File: config.mk
export PLATFORM = sky130hd
export DESIGN_NAME = aes_coproc_resp
export DESIGN_NICKNAME = d
export VERILOG_FILES = /design/src/rtl/aes_coproc_pkg.sv /design/src/rtl/aes_core.sv /design/src/rtl/aes_coproc_resp.sv
export SDC_FILE = /design/constraint.sdc
export NUM_CORES = 1
export LEC_CHECK = 0
export BUFFER_PORTS_ARGS = -buffer_cell sky130_fd_sc_hd__buf_2
export CORE_ASPECT_RATIO = 0.9
export CORE_MARGIN = 3
export CORE_UTILIZATION = 52
export DETAILED_ROUTE_END_ITERATION = 7
export GPL_TIMING_DRIVEN = 0
export PLACE_DENSITY = 0.67
export SYNTH_ARGS = -nofsm -noshare
export SYNTH_HDL_FRONTEND = slang
export SYNTH_HIERARCHICAL = 1
export SYNTH_SLANG_ARGS = --single-unit
File: constraint.sdc
create_clock -name clk -period 5.6 [get_ports clk]
set_clock_uncertainty 0.1 [all_clocks]
set_input_delay 0.28 -clock clk [delete_from_list [all_inputs] [get_ports clk]]
set_output_delay 0.28 -clock clk [all_outputs]
set_load 0.05 [all_outputs]
File: src/rtl/aes_coproc_pkg.sv
// Shared types and constants for the AES coprocessor responder.
package aes_coproc_pkg;

   typedef enum logic [1:0] {
      IDLE    = 2'd0,
      GATHER  = 2'd1,
      COMPUTE = 2'd2,
      DRAIN   = 2'd3
   } state_t;

   localparam int AES_WORDS = 4;
   localparam int BEAT_W    = 2;

   typedef logic [4:0] reg_idx_t;

endpackage

File: src/rtl/aes_core.sv
// Single combinational cipher round shared by encrypt and decrypt:
// encrypt = AddRoundKey then a one-byte rotation towards the high end;
// decrypt undoes it (rotate back, then remove the key).
module aes_core (
   input  logic [127:0] data,
   input  logic [127:0] key,
   input  logic         dec,
   output logic [127:0] result
);

   logic [127:0] keyed;

   assign keyed  = data ^ key;
   assign result = dec ? ({data[7:0], data[127:8]} ^ key)
                       : {keyed[119:0], keyed[127:120]};

endmodule

File: src/rtl/aes_coproc_resp.sv
// Responder end of the CPU AES-instruction interface: takes a command,
// gathers four key/data beats, runs aes_core, then streams four result
// words back with their destination register indices.
//
// state   | meaning
// IDLE    | waiting for a command; cmd_ready high unless flushing
// GATHER  | collecting operand beats 0..3 into key_buf / data_buf
// COMPUTE | core settling for COMPUTE_CYCLES cycles, then capture res_buf
// DRAIN   | presenting result beats 0..3; beat-3 handshake ends the op
module aes_coproc_resp
   import aes_coproc_pkg::*;
#(
   parameter int COMPUTE_CYCLES = 1,
   parameter int CNT_W          = 16
) (
   input  logic             clk,
   input  logic             reset_n,
   input  logic             flush,
   input  logic             cmd_valid,
   output logic             cmd_ready,
   input  logic             cmd_dec,
   input  logic [4:0]       cmd_rd,
   input  logic             op_valid,
   output logic             op_ready,
   input  logic [31:0]      op_key,
   input  logic [31:0]      op_data,
   output logic             res_valid,
   input  logic             res_ready,
   output logic [31:0]      res_word,
   output logic [4:0]       res_rd,
   output logic             res_last,
   output logic             busy,
   output logic [CNT_W-1:0] op_count
);

   localparam logic [BEAT_W-1:0] LAST_BEAT = BEAT_W'(AES_WORDS - 1);
   localparam logic [3:0]        COMP_LAST = 4'(COMPUTE_CYCLES - 1);
   localparam logic [CNT_W-1:0]  CNT_MAX   = '1;

   state_t            state;
   logic [BEAT_W-1:0] beat;
   logic [3:0]        comp_cnt;
   logic [127:0]      key_buf;
   logic [127:0]      data_buf;
   logic [127:0]      res_buf;
   logic [127:0]      core_out;
   logic              dec_q;
   reg_idx_t          rd_base;
   logic              cmd_hs;
   logic              op_hs;
   logic              res_hs;

   aes_core u_core (
      .data   (data_buf),
      .key    (key_buf),
      .dec    (dec_q),
      .result (core_out)
   );

   // Readies and res_valid drop during flush so no handshake can land in that cycle.
   assign cmd_ready = (state == IDLE)   & ~flush;
   assign op_ready  = (state == GATHER) & ~flush;
   assign res_valid = (state == DRAIN)  & ~flush;
   assign busy      = (state != IDLE);

   // Result data is a pure function of registered state, zero outside DRAIN.
   assign res_word = (state == DRAIN) ? res_buf[{beat, 5'd0} +: 32] : '0;
   assign res_rd   = (state == DRAIN) ? reg_idx_t'(rd_base + reg_idx_t'(beat)) : '0;
   assign res_last = (state == DRAIN) & (beat == LAST_BEAT);

   assign cmd_hs = cmd_valid & cmd_ready;
   assign op_hs  = op_valid  & op_ready;
   assign res_hs = res_valid & res_ready;

   // Sequencer: flush beats every state transition; op_count only moves on the final result beat.
   always_ff @(posedge clk or negedge reset_n) begin
      if (!reset_n) begin
         state    <= IDLE;
         beat     <= '0;
         comp_cnt <= '0;
         key_buf  <= '0;
         data_buf <= '0;
         res_buf  <= '0;
         dec_q    <= 1'b0;
         rd_base  <= '0;
         op_count <= '0;
      end else if (flush) begin
         state    <= IDLE;
         beat     <= '0;
         comp_cnt <= '0;
      end else begin
         case (state)
            IDLE: begin
               if (cmd_hs) begin
                  dec_q   <= cmd_dec;
                  rd_base <= cmd_rd;
                  beat    <= '0;
                  state   <= GATHER;
               end
            end
            GATHER: begin
               if (op_hs) begin
                  key_buf[{beat, 5'd0} +: 32]  <= op_key;
                  data_buf[{beat, 5'd0} +: 32] <= op_data;
                  beat                         <= beat + 1'b1;
                  if (beat == LAST_BEAT) begin
                     comp_cnt <= '0;
                     state    <= COMPUTE;
                  end
               end
            end
            COMPUTE: begin
               comp_cnt <= comp_cnt + 1'b1;
               if (comp_cnt == COMP_LAST) begin
                  res_buf <= core_out;
                  beat    <= '0;
                  state   <= DRAIN;
               end
            end
            DRAIN: begin
               if (res_hs) begin
                  beat <= beat + 1'b1;
                  if (beat == LAST_BEAT) begin
                     state <= IDLE;
                     if (op_count != CNT_MAX) begin
                        op_count <= op_count + 1'b1;
                     end
                  end
               end
            end
            default: state <= IDLE;
         endcase
      end
   end

endmodule

==> impl_metrics.toml, run 1 <==
[timing]
worstMarginPinSlew_ns = 0.961
finalHoldViolCount = 0
drv_slew = 0
period_share = 0.710
holdWs_ns = 0.142
rsz0062_at_grt = "false"
setup_viol = 0
fmax_ghz = 0.252
relSlewSlack = 0.354
finalCriticalPeriod_ns = 3.97

[global_route]
grt_start_max_net_pins = 125
globalRouteOverflowTotal = 0
grt_usage = 0.329
grt_pass1_wl_um = 103000
grt_pass1_vias = 15388
antenna_found_initial = 3

[cells_and_area]
fillers = 3315
syn_to_final_growth_pct = 17.1
finalNetCount = 2252
num_antenna_cells = 0
layout.cells.non_filler = 2725
drive_above_1_share = 0.201

[synth]
synth.distinct_cells = 51
synth_warnings = 6
synthArstFlopShare = 1.00
synth_top_area_share = 0.490
syn_area_sq_mm = 0.0212
synth_seq_cells = 414
synth_top_area_cell = "dfrtp_1"
syn_avg_cell_area_sq_um = 11.1
synth_area_leaders = "dfrtp_1 49%, xnor2_1 11%, mux2_2 7.3%"
seq_area_frac_synth = 0.490
synth_nets = 1997
post_synth_inst_count = 1906
yosysMostFrequentCell = "dfrtp_1"
synth_common_cells = "414 x dfrtp_1, 401 x nand2_1, 260 x xnor2_1"
synth_edf_count = 0
synth_flop_cell = "dfrtp_1"

[floorplan]
start_util = 0.532
die_y_um = 197
die_area_sq_mm = 0.0431
die-width_um = 219
core_region_area_sq_mm = 0.0398
rows = 69
pin_count = 134

[worst_hold_path]
min_path_cells = 4
min_from = "res_ready"
hold_end = "op_count[0]"
hold_path.class = "primary input to register"

[critical_path]
endpoint_kind = "register"
critPathArrivalTime_ns = 4.35
worstSetupPathType = "register to register"
cp.required_ns = 5.98
cpMostUsedCell = "clkbuf_1"
cp_top_family = "buffers and inverters"
critical_path_buf_inv_count = 5
critPathSlowestCell = "buf_1"
cp_max_fo = 10
regToRegSetupSlack_ns = 1.63
max_stage_delay_ns = 0.53
reg2reg_from = "beat[1]"
crit_chain = "clkbuf_1 -> buf_1 -> inv_1 -> ha_1 -> nor3b_1 -> buf_2 -> clkbuf_1 -> nand2_1 -> o21ai_0"
reg2reg_to = "data_buf[83]"
reg2regPathDepth = 9
critPathLaunchType = "register"

[power]
total_power_mw = 9.76
irDropWorstVdd_uv = 258
p_per_area_mw_per_mm2 = 394
leakagePower_nw = 11.1

[placement]
placed_cells = 2574
io_buffers = 133
dp_hpwl_um = 55300
place.gp.congestion = 0.951

[cts]
clkSinkCount = 414
ctsResizeCount = 0
clk_pin_slew_ns = 0.06
cts_tree = "built"
insertion_delay_ns = 0.57
cts_max_level = 2
cts_made_buffers = 45
cts-root-buf = "clkbuf_16"
clockBufferDepth = 3

[drt]
vias = 15839
routed_wl_um = 70700
vias_per_cell = 5.81
drt_iter0_markers = 1568
first_pass_iters = 5
wl_per_cell_um = 25.9
ant_nets = 0
drc_errors = 0

[run]
maxCapViolations = 0

[outcome]
status = "complete, no violations"
cell usage in the layout (no fill, tap or decap), drive strengths merged, types with 13 or more instances in the layout:
| cell | n |
|---|---|
| mux4 | 32 |
| inv | 13 |
| o21ai | 195 |
| buf | 204 |
| clkbuf | 118 |
| xnor2 | 260 |
| dfrtp | 414 |
| mux2 | 137 |
| ha | 14 |
| a22o | 64 |
| and2 | 40 |
| mux2i | 129 |
| nand2 | 402 |
| dlygate4sd3 | 72 |
metal layers:
| layer | global-route usage | wire (um) | vias up |
|---|---|---|---|
| met5 | 0 | 0 | - |
| met4 | 0.0908 | 1970 | 0 |
| met3 | 0.0887 | 7850 | 83 |
| met2 | 0.496 | 31000 | 747 |
| met1 | 0.472 | 29800 | 8014 |
| li1 | - | - | 6995 |
what timing repair did:
item	in CTS	in global routing
endpoints found under the hold margin	331	0
buffers inserted	0	0
hold buffers	72	0
worst max path at each step:
stage               startpoint       endpoint  slack [ns]  cells after the start
floorplan              beat[1]  data_buf[100]        3.05                      7
global placement       reset_n    key_buf[77]       -4.16                      1
detailed placement     beat[1]    key_buf[73]        1.72                      9
CTS                    beat[1]    key_buf[73]        1.71                      9
global route           beat[1]    key_buf[93]        1.37                      9
finish                 beat[1]   data_buf[83]        1.63                      9
report_power, final:
group,internal (mW),switching (mW)
Clock,1.75,1.23
Combinational,1.36,1.58
Sequential,3.39,0.450
kinds of logic after synthesis:
group	Yosys count	share of synthesized area
xor+xnor	270	0.112
mux	298	0.168
buf+inv	131	0.0413
simple gates	495	0.0991
compound gates	283	0.0808
fa+ha+maj	15	0.00923
flops	414	0.490
through the flow:
step,TNS (ns),utilization,setup slack [ns],cell area [sq um]
final,0,0.622,1.63,24800
after global routing,0,0.622,1.37,24800
after CTS,0,0.622,1.71,24800
after detailed placement,0,0.567,1.72,22600
after global placement,-1694.42,0.565,-4.16,22500
after floorplan,0,-,3.05,21200
cell type report:
type | count | area [sq um] | area share
sequential | 414 | 10400 | 0.418
clock buffer | 66 | 1350 | 0.0543
timing repair buffer | 208 | 1480 | 0.0597
multi-input combinational | 1361 | 9920 | 0.400
inverter | 11 | 41.3 | 0.00167
tap | 532 | 666 | 0.0269
clock inverter | 13 | 129 | 0.00520
buffer | 120 | 833 | 0.0336
worst min-delay path, cell delays in order:
cell and delay, ns:
buf_2 0.11, nand3_1 0.14, a31oi_1 0.08, xor2_1 0.13
flip-flops by register name, indices dropped and copies added (netlist names):
name	count
rd_base	5
data_buf	128
comp_cnt	4
dec_q	1
beat	2
op_count	16
key_buf	128
state	2
res_buf	128
(Power assumes the default switching activity.)
==> inputs of run 2 (changes only) <==
clock period = 3.7 ns   (was 5.6 ns; I/O delays follow)
==> run 2 against run 1 <==
- worst hold slack worse by 0.094 ns
- critical path depth stayed put
- sequential power is 51% higher
- clock power is 51% higher
- count of clock-buffer cells in the layout stayed put
- fmax is 14% higher
- sequential share of layout area hardly changed
- critical endpoint is now key_buf[87]
- highest routed layer unchanged
==> impl_metrics.toml, run 2 (synthesized netlist as in run 1, its figures left out) <==
[cts]
cts-root-buf = "clkbuf_16"
cts_max_level = 2
cts_made_buffers = 45
clk_pin_slew_ns = 0.06
insertion_delay_ns = 0.56
postCtsSetupBuffers = 0
clockBufferDepth = 3
clkSinkCount = 414
cts_tree = "built"

[global_route]
grt_pass1_wl_um = 103000
antenna_found_initial = 3
grt_usage = 0.329
grt_pass1_vias = 15388
globalRouteOverflowTotal = 0
grt_start_max_net_pins = 125

[power]
combPwrFrac = 0.301
p_per_area_mw_per_mm2 = 596
intPower_mw = 9.84
power.switching_mw = 4.92
total_power_mw = 14.8
irDropWorstVdd_uv = 388
netSwitchingFraction = 0.333
seqPwrFrac = 0.393
leakagePower_nw = 11.1
p_clk_frac = 0.306

[timing]
fmax_ghz = 0.287
finalSetupTns_ns = 0
period_share = 0.941
fin_ws_ns = 0.217
drv_slew = 0
rsz0062_at_grt = "false"
finalHoldViolCount = 0
holdWs_ns = 0.0484
relSlewSlack = 0.353
setup_viol = 0
finalCriticalPeriod_ns = 3.48
worstMarginPinSlew_ns = 0.964

[drt]
routed_wl_um = 70700
drt_iter0_markers = 1500
ant_nets = 0
vias = 15786
vias_per_cell = 5.79
wl_per_cell_um = 25.9
drc_errors = 0
first_pass_iters = 5

[placement]
io_buffers = 133
placed_cells = 2574
post-place-ws_ns = -0.180
place_area_sq_mm = 0.0226
place.gp.congestion = 0.951
dp_hpwl_um = 55300

[floorplan]
start_util = 0.532
pin_count = 134
rows = 69
die-width_um = 219
die_area_sq_mm = 0.0431
core_region_area_sq_mm = 0.0398
die_y_um = 197

[cells_and_area]
finalNetCount = 2252
fin_area_sq_mm = 0.0248
syn_to_final_growth_pct = 17.1
drive_above_1_share = 0.203
multiInputGateArea_sq_mm = 0.00992
layout.cells.non_filler = 2726
layout_common_cells = "414 x dfrtp_1, 401 x nand2_1, 260 x xnor2_1"
regArea_sq_mm = 0.0104
post-route-util = 0.623
reg_top3 = "data_buf: 128 flops, key_buf: 128 flops, res_buf: 128 flops"
layout_commonest_cell = "dfrtp_1"
fillers = 3319

[critical_path]
cp.required_ns = 4.07
worstSetupPathType = "register to register"
critPathArrivalTime_ns = 3.85
cp_max_fo = 10
endpoint_kind = "register"
critPathLaunchType = "register"

[worst_hold_path]
hold_path.class = "primary input to register"

[run]
maxCapViolations = 0

[outcome]
status = "complete, no violations"
run 2: area by class of cell:
class,count,area share
clock buffer,66,0.0543
buffer,120,0.0339
clock inverter,13,0.00520
antenna,1,0.000101
timing repair buffer,208,0.0597
inverter,11,0.00167
tap,532,0.0269
sequential,414,0.418
multi-input combinational,1361,0.400
run 2: worst paths after layout:
kind | start | end | slack, ns | depth (start not counted)
min | res_ready | op_count[0] | 0.05 | 4
max | beat[1] | key_buf[87] | 0.22 | 9
max reg2reg | beat[1] | key_buf[87] | 0.22 | 9
min in group asynchronous | reset_n | op_count[14] | 0.08 | 2
max in group asynchronous | reset_n | res_buf[85] | 1.88 | 4
min reg2reg | res_buf[100] | res_buf[100] | 0.40 | 1
run 2: critical path, stage by stage, from the launching register on:
cell      delay (ns)
dfrtp_1         0.51
clkbuf_2        0.34
buf_2           0.33
inv_1           0.13
ha_1            0.42
nor3b_1         0.43
buf_2           0.35
buf_1           0.45
nand2_1         0.12
o21ai_0         0.21
run 2: repair_timing:
item	CTS	global route
hold buffers	72	0
setup endpoints to repair	60	60
resized for setup	1	6
endpoints found under the hold margin	335	0
run 2: power by group through the flow:
stage	combinational, mW	clock, mW	sequential (mW)
detailed placement	4.36	0	5.85
finish	4.45	4.51	5.80
global route	4.71	4.76	5.86
global placement	4.28	0	5.83
CTS	4.44	4.57	5.78
floorplan	3.15	0	5.61
run 2: metal layers:
metal,vias up,share of wire,routed length (um),track usage
met5,-,0,0,0
met4,0,0.029,2060,0.0908
met3,83,0.11,7700,0.0887
met2,728,0.44,30900,0.496
met1,7973,0.43,30100,0.472
li1,7002,-,-,-
==> inputs of run 3 (changes only) <==
--- a/config.mk
+++ b/config.mk
@@ -11,5 +11,4 @@
 export CORE_UTILIZATION = 52
 export DETAILED_ROUTE_END_ITERATION = 7
-export GPL_TIMING_DRIVEN = 0
 export PLACE_DENSITY = 0.67
 export SYNTH_ARGS = -nofsm -noshare
==> constraint.sdc (replaced) <==
create_clock -name clk -period 3.7 [get_ports clk]
set_clock_uncertainty 0.1 [all_clocks]
set_input_delay 0.74 -clock clk [delete_from_list [all_inputs] [get_ports clk]]
set_output_delay 0.74 -clock clk [all_outputs]
set_load 0.05 [all_outputs]
==> run 3 against run 2 <==
- global-route usage decreased by 6.8 points
- sequential power grew 2%
- combinational power is 14% lower
- non-clock buffer count down 162
- clock power fell by 0.9%
- sequential share of layout area is 2.1 points higher
- routed wire length down 22%
- core utilization fell by 2.9 points
- critical path type is now register to output port
- highest routed layer is now met5
==> impl_metrics.toml, run 3 (synthesized netlist as in run 1, its figures left out) <==
[timing]
period_share = 0.942
rsz0062_at_grt = "false"
setup_viol = 0
finalCriticalPeriod_ns = 3.49
finalSetupTns_ns = 0
relSlewSlack = 0.313
fmax_ghz = 0.287
drv_slew = 0
finalHoldViolCount = 0
fin_ws_ns = 0.214
worstMarginPinSlew_ns = 1.03

[critical_path]
worstSetupPathType = "register to output port"
reg2reg_to = "data_buf[123]"
cp.required_ns = 2.86
reg2reg_from = "beat[1]"
reg2regPathDepth = 6
regToRegSetupSlack_ns = 0.90
critPathLaunch = "beat[0]"
critPathLaunchType = "register"
critPathArrivalTime_ns = 2.65
setup.worst_path.end = "res_word[21]"
endpoint_kind = "output port"
cp_max_fo = 19

[cts]
clk_pin_slew_ns = 0.06
postCtsSetupBuffers = 0
insertion_delay_ns = 0.58
cts_made_buffers = 45
cts_max_level = 2
clkSinkCount = 414
clockBufferDepth = 3
cts_tree = "built"
cts-root-buf = "clkbuf_16"

[placement]
dp_hpwl_um = 38500
post-place-ws_ns = 0.631
io_buffers = 133
place.gp.congestion = 0.823
placed_cells = 2484
place_area_sq_mm = 0.0222

[floorplan]
pin_count = 134
start_util = 0.532
rows = 69
die_area_sq_mm = 0.0431
die-width_um = 219
die_y_um = 197
core_region_area_sq_mm = 0.0398

[drt]
wl_per_cell_um = 21.5
routed_wl_um = 55200
route.met3.wl_um = 3780
wl_met1_um = 25600
ant_nets = 0
wl_met2_um = 24700
drc_errors = 0
drt_iter0_markers = 901
vias = 14325
topRoutingLayerUsed = "met5"
vias_per_cell = 5.58
first_pass_iters = 5

[power]
total_power_mw = 14.2
leakagePower_nw = 10.6
power.switching_mw = 4.62
intPower_mw = 9.56
netSwitchingFraction = 0.326
irDropWorstVdd_uv = 391
seqPwrFrac = 0.416
p_per_area_mw_per_mm2 = 600
combPwrFrac = 0.268
p_clk_frac = 0.315

[worst_hold_path]
hold_path.class = "primary input to asynchronous set/reset pin"

[global_route]
grt_pass1_vias = 14458
grt_pass1_wl_um = 86200
grt_start_max_net_pins = 129
grt_usage = 0.261
antenna_found_initial = 4
globalRouteOverflowTotal = 0

[cells_and_area]
layout.cells.non_filler = 2569
finalNetCount = 2090
fin_area_sq_mm = 0.0236
drive_above_1_share = 0.208
layout_commonest_cell = "dfrtp_1"
layout_common_cells = "411 x dfrtp_1, 398 x nand2_1, 260 x xnor2_1"
syn_to_final_growth_pct = 11.7
reg_top3 = "data_buf: 128 flops, key_buf: 128 flops, res_buf: 128 flops"

[outcome]
status = "complete, no violations"

[run]
maxCapViolations = 0
[run 3: changes by cell type in the layout (fill, tap and decap cells not counted), moves of 4 or more]
cell and delta:
clkbuf_2 -4, dlygate4sd3_1 -72, buf_2 -24, buf_4 +13
clkbuf_1 -46, buf_1 -8, clkinv_2 +5, clkbuf_8 -6
buf_6 -17
[run 3: final cells by class]
| class | instances | area, sq um |
|---|---|---|
| diodes | 2 | 5.00 |
| clock buffers | 64 | 1280 |
| clock inverters | 19 | 184 |
| fillers | 3317 | 16200 |
| inverters | 11 | 41.3 |
| multi-input cells | 1361 | 9960 |
| flip-flops and latches | 414 | 10400 |
| well taps | 532 | 666 |
| repair buffers | 166 | 1120 |
[run 3: metrics by stage]
step | hold WS [ns] | util
global route | 0.153 | 0.594
floorplan | 0.344 | -
finish | 0.109 | 0.594
CTS | 0.130 | 0.593
global placement | 0.383 | 0.557
detailed placement | 0.393 | 0.557
[run 3: power groups by stage]
| stage | logic, mW | clock network [mW] | registers, mW |
|---|---|---|---|
| final | 3.81 | 4.47 | 5.90 |
| after global routing | 4.13 | 4.75 | 5.98 |
| after CTS | 3.82 | 4.56 | 5.90 |
| after detailed placement | 3.81 | 0 | 5.98 |
| after global placement | 3.72 | 0 | 5.95 |
| after floorplan | 3.15 | 0 | 5.61 |
[run 3: what timing repair did]
item | in CTS | in global routing
hold buffers | 0 | 0
endpoints found under the setup margin | 0 | 6
resized for setup | 0 | 1
[run 3: metal layers]
layer | track usage | up-vias
li1 | - | 6684
met4 | 0.0618 | 2
met1 | 0.385 | 7204
met2 | 0.395 | 367
met5 | 0 | -
met3 | 0.0609 | 68
[run 3: worst max-delay path: stages (launching register included)]
cell	delay (ns)
dfrtp_4	0.68
buf_12	0.27
buf_4	0.22
mux4_2	0.52
and2_1	0.18
buf_2	0.21
[run 3: worst min path at each step]
stage              endpoint
2_1_floorplan       beat[0]
4_1_cts        op_count[13]
3_5_place_dp   res_buf[124]
6_report       op_count[13]
5_1_grt        op_count[13]
3_3_place_gp    res_buf[69]
